<file path="config.mk">
export PLATFORM = sky130hd
export DESIGN_NAME = vga_sync_decoder_flat
export DESIGN_NICKNAME = d
export VERILOG_FILES = /design/src/rtl/vga_sync_decoder_if.sv /design/src/rtl/vga_sync_decoder.sv /design/src/flat_wrapper.sv
export SDC_FILE = /design/constraint.sdc
export NUM_CORES = 1
export LEC_CHECK = 0
export ABC_AREA = 1
export CORE_MARGIN = 1
export CORE_UTILIZATION = 40
export CTS_CLUSTER_DIAMETER = 80
export DETAILED_ROUTE_END_ITERATION = 7
export DONT_BUFFER_PORTS = 1
export PLACE_DENSITY_LB_ADDON = 0.12
export SLEW_MARGIN = 25
export SYNTH_ARGS = -nofsm -noshare
export SYNTH_HDL_FRONTEND = slang
export SYNTH_SLANG_ARGS = --single-unit
</file>
<file path="constraint.sdc">
create_clock -name Clock -period 4.7 [get_ports Clock]
set_clock_uncertainty 0.15 [all_clocks]
set_input_delay 0.235 -clock Clock [delete_from_list [all_inputs] [get_ports Clock]]
set_output_delay 0.235 -clock Clock [all_outputs]
set_load 0.005 [all_outputs]
</file>
<file path="src/rtl/vga_sync_decoder_if.sv">
// VGA receive-side bundle: window-style sync pair plus 3-bit colour into the
// decoder, and reconstructed pixel stream, geometry and lock status out.
//   master : the video source / consumer side (drives iHsync, iVsync, iVGA_RGB)
//   slave  : the decoder (drives every o* signal)
interface vga_sync_decoder_if;
  logic       iHsync;
  logic       iVsync;
  logic [2:0] iVGA_RGB;
  logic [2:0] oRGB;
  logic [9:0] oX;
  logic [9:0] oY;
  logic       oPixelValid;
  logic       oFrameStart;
  logic [9:0] oLineWidth;
  logic [9:0] oFrameHeight;
  logic       oLocked;
  logic       oError;

  modport master (
    output iHsync, iVsync, iVGA_RGB,
    input  oRGB, oX, oY, oPixelValid, oFrameStart,
    input  oLineWidth, oFrameHeight, oLocked, oError
  );

  modport slave (
    input  iHsync, iVsync, iVGA_RGB,
    output oRGB, oX, oY, oPixelValid, oFrameStart,
    output oLineWidth, oFrameHeight, oLocked, oError
  );
endinterface

</file>
<file path="src/rtl/vga_sync_decoder.sv">
// VGA sync decoder: rebuilds pixel X/Y from the window-style Hsync/Vsync pair,
// measures line width and frame height, and locks once LOCK_FRAMES consecutive
// frames match the expected geometry.
//   Clock : pixel clock, every input is synchronous to it
//   Reset : asynchronous, active-low
//   vif   : slave side of vga_sync_decoder_if (sync/colour in, pixel stream,
//           measurements, oLocked and the one-cycle oError loss-of-lock pulse out)
module vga_sync_decoder #(
  parameter int H_ACTIVE    = 640,
  parameter int V_ACTIVE    = 480,
  parameter int LOCK_FRAMES = 3,
  parameter int TIMEOUT     = 1000000
) (
  input logic               Clock,
  input logic               Reset,
  vga_sync_decoder_if.slave vif
);

  typedef enum logic [1:0] {SEARCH = 2'd0, TRACK = 2'd1, LOCKED = 2'd2} state_t;

  localparam int              TO_W    = $clog2(TIMEOUT + 1);
  localparam logic [TO_W-1:0] TO_MAX  = TO_W'(TIMEOUT);
  localparam logic [9:0]      H_EXP   = 10'(H_ACTIVE);
  localparam logic [9:0]      V_EXP   = 10'(V_ACTIVE);
  localparam logic [3:0]      LOCK_N  = 4'(LOCK_FRAMES);
  localparam logic [9:0]      CNT_MAX = 10'h3FF;

  state_t          state_q, state_d;
  logic            hs1_q, hs1_d, hs2_q, hs2_d;
  logic            vs1_q, vs1_d, vs2_q, vs2_d;
  logic [2:0]      rgb1_q, rgb1_d;
  logic [9:0]      x_q, x_d, y_q, y_d;
  logic            line_bad_q, line_bad_d;
  logic [3:0]      good_cnt_q, good_cnt_d;
  logic [TO_W-1:0] to_q, to_d;
  logic [2:0]      rgb_out_q, rgb_out_d;
  logic [9:0]      x_out_q, x_out_d, y_out_q, y_out_d;
  logic            valid_q, valid_d, fs_q, fs_d;
  logic [9:0]      lw_q, lw_d, fh_q, fh_d;
  logic            locked_q, locked_d, err_q, err_d;

  logic            h_fall, v_rise, v_fall, v_edge;
  logic            line_end, line_bad_now, frame_good, timeout_hit;
  logic [9:0]      y_eff, y_cur;

  always_comb begin
    hs1_d  = vif.iHsync;
    vs1_d  = vif.iVsync;
    rgb1_d = vif.iVGA_RGB;
    hs2_d  = hs1_q;
    vs2_d  = vs1_q;

    h_fall = ~hs1_q & hs2_q;
    v_rise = vs1_q & ~vs2_q;
    v_fall = ~vs1_q & vs2_q;
    v_edge = v_rise | v_fall;

    // A line ending in the same cycle Vsync drops still belongs to the frame,
    // so "Vsync active" for the line check includes the falling cycle.
    line_end     = h_fall & (vs1_q | vs2_q);
    line_bad_now = line_end & (x_q != H_EXP);
    // Y as seen by frame end: the coincident last line is counted here.
    y_eff        = (line_end && (y_q != CNT_MAX)) ? y_q + 10'd1 : y_q;
    frame_good   = ~(line_bad_q | line_bad_now) & (y_eff == V_EXP);
    // First line of a frame may start on the very cycle Vsync rises.
    y_cur        = v_rise ? 10'd0 : y_q;
    timeout_hit  = (to_q == TO_MAX) & ~v_edge;

    x_d = x_q;
    if (h_fall)
      x_d = 10'd0;
    else if (hs1_q && vs1_q && (x_q != CNT_MAX))
      x_d = x_q + 10'd1;

    y_d = y_q;
    if (v_rise)
      y_d = 10'd0;
    else if (h_fall && vs1_q && (y_q != CNT_MAX))
      y_d = y_q + 10'd1;

    lw_d       = line_end ? x_q : lw_q;
    line_bad_d = line_bad_q | line_bad_now;
    fh_d       = fh_q;
    if (v_fall) begin
      fh_d       = y_eff;
      line_bad_d = 1'b0;
    end

    to_d = to_q;
    if (v_edge)
      to_d = '0;
    else if (to_q != TO_MAX)
      to_d = to_q + TO_W'(1);

    state_d    = state_q;
    good_cnt_d = good_cnt_q;
    err_d      = 1'b0;
    case (state_q)
      SEARCH: begin
        // The frame in progress when we start listening is never judged.
        if (v_fall) begin
          state_d    = TRACK;
          good_cnt_d = 4'd0;
        end
      end
      TRACK: begin
        if (timeout_hit) begin
          state_d    = SEARCH;
          good_cnt_d = 4'd0;
        end else if (v_fall) begin
          if (frame_good) begin
            good_cnt_d = good_cnt_q + 4'd1;
            if ((good_cnt_q + 4'd1) == LOCK_N)
              state_d = LOCKED;
          end else begin
            good_cnt_d = 4'd0;
          end
        end
      end
      LOCKED: begin
        if (timeout_hit || (v_fall && !frame_good)) begin
          state_d    = SEARCH;
          good_cnt_d = 4'd0;
          err_d      = 1'b1;
        end
      end
      default: state_d = SEARCH;
    endcase
    locked_d = (state_d == LOCKED);

    valid_d   = ((state_q == TRACK) || (state_q == LOCKED)) && hs1_q && vs1_q;
    rgb_out_d = valid_d ? rgb1_q : 3'd0;
    x_out_d   = valid_d ? x_q    : x_out_q;
    y_out_d   = valid_d ? y_cur  : y_out_q;
    fs_d      = valid_d && (x_q == 10'd0) && (y_cur == 10'd0);
  end

  always_ff @(posedge Clock or negedge Reset) begin
    if (!Reset) begin
      state_q    <= SEARCH;
      hs1_q      <= 1'b0;
      hs2_q      <= 1'b0;
      vs1_q      <= 1'b0;
      vs2_q      <= 1'b0;
      rgb1_q     <= 3'd0;
      x_q        <= 10'd0;
      y_q        <= 10'd0;
      line_bad_q <= 1'b0;
      good_cnt_q <= 4'd0;
      to_q       <= '0;
      rgb_out_q  <= 3'd0;
      x_out_q    <= 10'd0;
      y_out_q    <= 10'd0;
      valid_q    <= 1'b0;
      fs_q       <= 1'b0;
      lw_q       <= 10'd0;
      fh_q       <= 10'd0;
      locked_q   <= 1'b0;
      err_q      <= 1'b0;
    end else begin
      state_q    <= state_d;
      hs1_q      <= hs1_d;
      hs2_q      <= hs2_d;
      vs1_q      <= vs1_d;
      vs2_q      <= vs2_d;
      rgb1_q     <= rgb1_d;
      x_q        <= x_d;
      y_q        <= y_d;
      line_bad_q <= line_bad_d;
      good_cnt_q <= good_cnt_d;
      to_q       <= to_d;
      rgb_out_q  <= rgb_out_d;
      x_out_q    <= x_out_d;
      y_out_q    <= y_out_d;
      valid_q    <= valid_d;
      fs_q       <= fs_d;
      lw_q       <= lw_d;
      fh_q       <= fh_d;
      locked_q   <= locked_d;
      err_q      <= err_d;
    end
  end

  assign vif.oRGB         = rgb_out_q;
  assign vif.oX           = x_out_q;
  assign vif.oY           = y_out_q;
  assign vif.oPixelValid  = valid_q;
  assign vif.oFrameStart  = fs_q;
  assign vif.oLineWidth   = lw_q;
  assign vif.oFrameHeight = fh_q;
  assign vif.oLocked      = locked_q;
  assign vif.oError       = err_q;

endmodule

</file>
<file path="src/flat_wrapper.sv">
// flat-port wrapper written by rule: the top's interface ports become plain ports
module vga_sync_decoder_flat 
#(
  parameter int H_ACTIVE    = 640,
  parameter int V_ACTIVE    = 480,
  parameter int LOCK_FRAMES = 3,
  parameter int TIMEOUT     = 1000000
)
  (Clock, Reset, vif_iHsync, vif_iVsync, vif_iVGA_RGB, vif_oRGB, vif_oX, vif_oY, vif_oPixelValid, vif_oFrameStart, vif_oLineWidth, vif_oFrameHeight, vif_oLocked, vif_oError);
  vga_sync_decoder_if vif_i ();
  input logic Clock;
  input logic Reset;
  input wire logic [$bits(vif_i.iHsync)-1:0] vif_iHsync;
  input wire logic [$bits(vif_i.iVsync)-1:0] vif_iVsync;
  input wire logic [$bits(vif_i.iVGA_RGB)-1:0] vif_iVGA_RGB;
  output wire logic [$bits(vif_i.oRGB)-1:0] vif_oRGB;
  output wire logic [$bits(vif_i.oX)-1:0] vif_oX;
  output wire logic [$bits(vif_i.oY)-1:0] vif_oY;
  output wire logic [$bits(vif_i.oPixelValid)-1:0] vif_oPixelValid;
  output wire logic [$bits(vif_i.oFrameStart)-1:0] vif_oFrameStart;
  output wire logic [$bits(vif_i.oLineWidth)-1:0] vif_oLineWidth;
  output wire logic [$bits(vif_i.oFrameHeight)-1:0] vif_oFrameHeight;
  output wire logic [$bits(vif_i.oLocked)-1:0] vif_oLocked;
  output wire logic [$bits(vif_i.oError)-1:0] vif_oError;
  assign vif_i.iHsync = vif_iHsync;
  assign vif_i.iVsync = vif_iVsync;
  assign vif_i.iVGA_RGB = vif_iVGA_RGB;
  assign vif_oRGB = vif_i.oRGB;
  assign vif_oX = vif_i.oX;
  assign vif_oY = vif_i.oY;
  assign vif_oPixelValid = vif_i.oPixelValid;
  assign vif_oFrameStart = vif_i.oFrameStart;
  assign vif_oLineWidth = vif_i.oLineWidth;
  assign vif_oFrameHeight = vif_i.oFrameHeight;
  assign vif_oLocked = vif_i.oLocked;
  assign vif_oError = vif_i.oError;
  vga_sync_decoder #(.H_ACTIVE(H_ACTIVE), .V_ACTIVE(V_ACTIVE), .LOCK_FRAMES(LOCK_FRAMES), .TIMEOUT(TIMEOUT)) u_core (.Clock(Clock), .Reset(Reset), .vif(vif_i));
endmodule
</file>
==> out/qor.yml, run 1 <==
run_status:
  status: "finished, final reports clean"
final_layout:
  postLayoutCoreUtil_pct: 45.74
  drive_gt1_share_pct: 8.632
  flow.area_growth_from_synthesis_pct: 10.89
  final_nets: 630
  final_cell_area_um2: 5517
  antenna_cells: 0
global_route:
  grt_max_degree: 102
  grt_pass1_wl_um: 18330
  grt_usage_pct: 18.10
  grt_remaining_overflow: 0
  grt_pass1_vias: 3782
  antenna_found_initial: 0
floorplanning:
  fp.dieW_um: 113.5
  die_h_um: 113.5
  ios: 54
  die_area_um2: 12890
  rows: 40
  initial_core_util_pct: 41.24
  coreArea_um2: 12060
synthesis:
  synth_fp_nets: 622
  synth.avg_cell_area_um2: 8.277
  synth-seq-cells: 101
  ys_warn_count: 0
  yosysSeqAreaShare_pct: 50.80
  synth_cell_type_count: 36
  netlist_instances: 601
  syn_area_um2: 4975
route:
  wirelength_um: 10590
  drtIter0Drc: 252
  drt-pass1-iter-count: 4
  routed_via_density: 4.884
  drc: 0
  avgRoutedWirePerCell_um: 13.54
  drtAntennaViolNets: 0
  num_vias: 3819
clocking:
  clock-sinks: 101
  ctsHoldBuffers: 7
  cts-root-buf: "clkbuf_16"
  ctsLongestPathBuffers: 2
  post_cts_buffers: 0
  cts.repair.resized: 0
  cts_buffers: 9
  htreeDepth: 3
  insertion_delay_ps: 350
  clk_pin_slew_ps: 70
  cts_tree: "built"
setup_path:
  path_buf_inv: 3
  crit_path_frequent_cell: "nand2_1"
  slowest_stage: "dfrtp_1"
  crit_required_ps: 4830
  path_class: "reg -> reg"
  endpoint_kind: "flip-flop"
  path_max_fanout: 19
  r2r_setup_slack_ps: 2180
  crit_path_max_incr_delay_ps: 400
  path_delay_family: "simple AND/OR/NAND/NOR gates"
  path_cells: "inv_1 -> ha_1 -> inv_1 -> nand4_2 -> nand2_1 -> nand2_1 -> a21oi_2 -> nand2_4 -> inv_2 -> nand2_1 -> o21ai_2"
  cp.arrival_ps: 2650
  start_kind: "flip-flop"
sta:
  worst_pin_slew_ps: 606.1
  finalCriticalPeriod_ps: 2519
  hold_viol: 0
  setup_tns_ps: 0
  whs_ps: 285.5
  finalSetupViolCount: 0
  fmax_ghz: 0.3970
  timing.slew.headroom_pct: 59.22
  drv_slew: 0
  rsz0062_at_grt: "no"
  finalCritPeriodShare_pct: 53.60
pwr:
  seq_power_share_pct: 50.9
  finalPower_mw: 1.887
  irDropWorstVdd_uv: 223.7
  pwr-share-comb_pct: 11.5
  switching_power_mw: 0.5231
  pwr_density_cell_nw_per_um2: 342.1
  switching_share_pct: 27.72
  p_int_mw: 1.364
  leakagePower_nw: 2.627
  p_clk_share_pct: 37.6
placement:
  portBuffers: 0
  place.gp.congestion: 0.8478
  place_area_um2: 5147
  dpl.hpwl_um: 7580
min_path:
  hp-class: "in -> reg"
flow_run:
  maxCapViolations: 0
cell usage after synthesis, drive strengths merged:
library cell,n,area share (%)
a211oi,3,0.45
a21boi,1,0.15
a21oi,26,2.8
a221oi,1,0.18
a31oi,4,0.50
and3,1,0.13
clkbuf,10,0.75
dfrtp,101,51
ha,14,3.5
inv,79,6.1
nand2,157,13
nand3,40,4.7
nand3b,1,0.15
nand4,10,1.4
nor2,70,6.5
nor3,14,1.5
nor4,5,0.63
o21ai,55,5.6
o22ai,4,0.50
xnor2,3,0.53
xor2,2,0.35
area by class of cell:
type / count / area [um2]
clock buffers: 12 / 246.5
repair buffers: 7 / 87.58
flip-flops and latches: 101 / 2527
multi-input cells: 411 / 2108
inverters: 79 / 304.0
well taps: 168 / 210.2
clock inverters: 4 / 32.53
fillers: 1173 / 6545
stage by stage:
step	setup slack [ps]	instances
6_report	2181	782
5_1_grt	1900	782
3_3_place_gp	2252	759
4_1_cts	2146	782
3_5_place_dp	2158	759
2_1_floorplan	2575	601
power by group through the flow:
stage	Combinational [mW]	Clock (mW)	Sequential, mW
after floorplan	0.158	0	0.965
after detailed placement	0.195	0	0.979
after CTS	0.220	0.734	0.962
after global routing	0.256	0.767	0.966
after global placement	0.192	0	0.976
final	0.217	0.709	0.961
cells by family (layout without fill, tap and decap cells):
family,after synthesis,after routing,share of synthesized area (%)
xor gates and xnor gates,5,5,0.8804
and+or+nand+nor,298,298,27.77
buffers and inverters,89,102,6.866
DFF,101,101,50.80
AOI/OAI and AO/OA,94,94,10.16
adders and majority gates,14,14,3.521
path summary, 6_finish.rpt:
| kind | from | to | cells past startpoint |
|---|---|---|---|
| setup / recovery | u_core.vs1_q$_DFF_PN0_ | u_core.good_cnt_q[0]$_DFFE_PN0P_ | 11 |
| max in group asynchronous | Reset | u_core.vif.oFrameHeight[2]$_DFFE_PN0P_ | 2 |
| min in group asynchronous | Reset | u_core.vif.oY[5]$_DFFE_PN0P_ | 2 |
| hold / removal | vif_iHsync | u_core.hs1_q$_DFF_PN0_ | 1 |
| setup reg to reg | u_core.vs1_q$_DFF_PN0_ | u_core.good_cnt_q[0]$_DFFE_PN0P_ | 11 |
| hold reg to reg | u_core.vs1_q$_DFF_PN0_ | u_core.vs2_q$_DFF_PN0_ | 0 |
per-layer routing:
| metal | vias up | routed length [um] | track usage [%] |
|---|---|---|---|
| met2 | 50 | 5168 | 30.69 |
| met1 | 1798 | 4957 | 22.36 |
| met5 | - | 0 | 0 |
| li1 | 1958 | - | - |
| met3 | 13 | 333 | 5.207 |
| met4 | 0 | 131 | 5.439 |
flip-flops by register name, summed over array words and instances, names as in the netlist, 2 cells and up:
name                     cells
u_core.x_q                  10
u_core.good_cnt_q            4
u_core.vif.oLineWidth       10
u_core.y_q                  10
u_core.state_q               2
u_core.to_q                 20
u_core.vif.oFrameHeight     10
u_core.vif.oX               10
u_core.vif.oY               10
u_core.vif.oRGB              3
u_core.rgb1_q                3
cells in the final DEF, fill, tap and decap left out, types with 3 or more instances in the layout:
cell type and count:
o21ai_0 53, nand4_1 9, o22ai_1 4, nand2_2 10, ha_1 14, dlygate4sd3_1 6
inv_4 3, nor4_1 5, a31oi_1 4, dfrtp_1 101, xnor2_1 3, nor2_2 5
nor2_4 4, inv_2 4, nor3_1 13, nand3_1 36, inv_1 72, nand2_1 145
nor2_1 60, a21oi_1 24, a211oi_1 3, clkbuf_16 9
(Power assumes the default switching activity.)
==> inputs of run 2 (changes only) <==
==> constraint.sdc (replaced) <==
create_clock -name Clock -period 2.3 [get_ports Clock]
set_clock_uncertainty 0.15 [all_clocks]
set_input_delay 0.115 -clock Clock [delete_from_list [all_inputs] [get_ports Clock]]
set_output_delay 0.115 -clock Clock [all_outputs]
set_load 0.005 [all_outputs]
==> run 2 against run 1 <==
Net effect:
- the run now ends with negative hold slack left
- global-route usage is 0.26 points higher
- register-to-register slack worse by 2100 ps
- sequential power is 100% higher
- flip-flop and latch count stayed put
- routed wire length is 4.8% higher
- combinational power is 110% higher
- cell area is 5.0% higher
==> out/qor.yml, run 2 (same netlist as run 1, synthesis figures left out) <==
global_route:
  grt_pass1_vias: 3713
  grt_pass1_wl_um: 18460
  grt_max_degree: 102
  grt_usage_pct: 18.36
  antenna_found_initial: 0
  grt_remaining_overflow: 0
setup_path:
  endpoint_kind: "flip-flop"
  crit_required_ps: 2400
  slowest_stage: "dfrtp_1"
  worstReg2RegStart: "u_core.y_q[1]$_DFFE_PN0P_"
  crit_path_frequent_cell: "nand2_1"
  start_kind: "flip-flop"
  cp.arrival_ps: 2320
  crit_path_max_incr_delay_ps: 400
  path_cells: "ha_4 -> nand2_4 -> nor2_4 -> nand3_4 -> nand2_8 -> nand2_1 -> nand2_1 -> nand2_1 -> nor2_1 -> nand3_1 -> nand2_2 -> nand3_4 -> nand2_4 -> inv_4 -> nand2_1 -> o21ai_2"
  path_max_fanout: 5
  startpoint: "u_core.y_q[1]$_DFFE_PN0P_"
  path_class: "reg -> reg"
final_layout:
  drive_gt1_share_pct: 13.97
  largest_reg_flops: 20
  final_nets: 653
  largest_register: "u_core.to_q"
  antenna_cells: 0
  fin_cells: 805
  layout_commonest_cell: "nand2_1"
  flow.area_growth_from_synthesis_pct: 16.45
  layout_common_cells: "nand2_1, dfrtp_1, inv_1"
flow_run:
  maxCapViolations: 0
placement:
  pre_cts_slack_ps: 84.89
  dpl.hpwl_um: 7730
  portBuffers: 0
  place.gp.congestion: 0.8612
  placed_cells: 773
sta:
  whs_ps: -701.1
  fmax_ghz: 0.4512
  finalCritPeriodShare_pct: 96.36
  setup_slack_ps: 83.82
  rsz0062_at_grt: "yes"
  timing.slew.headroom_pct: 66.85
  worst_pin_slew_ps: 492.8
  hold_viol: 101
  finalSetupViolCount: 0
  drv_slew: 0
  finalCriticalPeriod_ps: 2216
floorplanning:
  initial_core_util_pct: 41.24
  fp.dieW_um: 113.5
  coreArea_um2: 12060
  ios: 54
  die_area_um2: 12890
  die_h_um: 113.5
  rows: 40
route:
  wirelength_um: 11100
  drtAntennaViolNets: 0
  drc: 0
  drtIter0Drc: 269
  routed_via_density: 4.930
  drt-pass1-iter-count: 4
  avgRoutedWirePerCell_um: 13.79
  num_vias: 3969
pwr:
  leakagePower_nw: 2.775
  switching_power_mw: 1.059
  pwr-share-comb_pct: 11.3
  switching_share_pct: 25.90
  pwr_density_cell_nw_per_um2: 706.2
  finalPower_mw: 4.091
  irDropWorstVdd_uv: 426.6
  seq_power_share_pct: 47.9
  p_int_mw: 3.032
  p_clk_share_pct: 40.8
clocking:
  clk_pin_slew_ps: 70
  cts_tree: "built"
  cts-root-buf: "clkbuf_16"
  clock-sinks: 101
  cts_buffers: 9
  ctsLongestPathBuffers: 2
  insertion_delay_ps: 350
  ctsHoldBuffers: 5
  htreeDepth: 3
run_status:
  violations: "negative hold slack"
  status: "finished, violations left"
min_path:
  hp-class: "in -> async"
==> run 2: cell types whose count changed in the layout (fill, tap and decap cells not counted), sizes merged <==
cell	delta
buf	+22
bufinv	+2
clkbuf	-1
clkinvlp	-1
dlygate4sd3	-1
nand2	+1
nand3	+1
==> run 2: layout make-up <==
class / instances / area [um2]
Sequential cell: 101 / 2527
Clock buffer: 11 / 242.7
Multi-Input combinational cell: 413 / 2190
Clock inverter: 5 / 81.33
Timing Repair Buffer: 28 / 235.2
Fill cell: 1179 / 6269
Inverter: 79 / 306.5
Tap cell: 168 / 210.2
==> run 2: stage by stage <==
step / util (%) / setup TNS [ps] / instance area, um2
2_1_floorplan: - / 0 / 4975
3_3_place_gp: 43.55 / 0 / 5253
3_5_place_dp: 43.55 / 0 / 5253
4_1_cts: 46.65 / 0 / 5627
5_1_grt: 48.03 / -459.1 / 5793
6_report: 48.03 / 0 / 5793
==> run 2: final timing paths <==
kind                                               endpoint  slack [ps]  cells after the start
max                        u_core.good_cnt_q[0]$_DFFE_PN0P_          80                     16
min                            u_core.vif.oRGB[0]$_DFF_PN0_        -700                      0
max reg2reg                u_core.good_cnt_q[0]$_DFFE_PN0P_          80                     16
min reg2reg                     u_core.to_q[12]$_DFFE_PN0N_         320                      1
max in group asynchronous       u_core.to_q[12]$_DFFE_PN0N_        2570                      0
min in group Clock               u_core.rgb1_q[0]$_DFF_PN0_         160                      1
==> run 2: worst max-delay path, delay by kind of cell (launching register included) <==
family	cells	cell delay (ps)
adder cells (fa/ha/maj)	1	180
flip-flops	1	400
buffers and inverters	1	40
AO/OA/AOI/OAI	1	50
AND/OR/NAND/NOR	13	1280
==> run 2: per-layer routing <==
layer / share of wire, % / global-route usage (%)
met1: 47 / 23.93
met2: 48 / 29.51
met3: 4.3 / 5.792
met4: 1.1 / 5.000
met5: 0 / 0
==> run 2: repair_timing <==
item,CTS,global route
gates resized for setup,0,18
setup endpoints to repair,0,12
endpoints found under the hold margin,106,101
buffers inserted,0,9
==> run 2: power groups by stage <==
stage               Combinational (mW)  Clock (mW)  Sequential (mW)
floorplan                        0.323           0             1.97
finish                           0.462        1.67             1.96
CTS                              0.441        1.72             1.96
global route                     0.537        1.77             1.97
global placement                 0.427           0             1.99
detailed placement               0.433           0             1.99
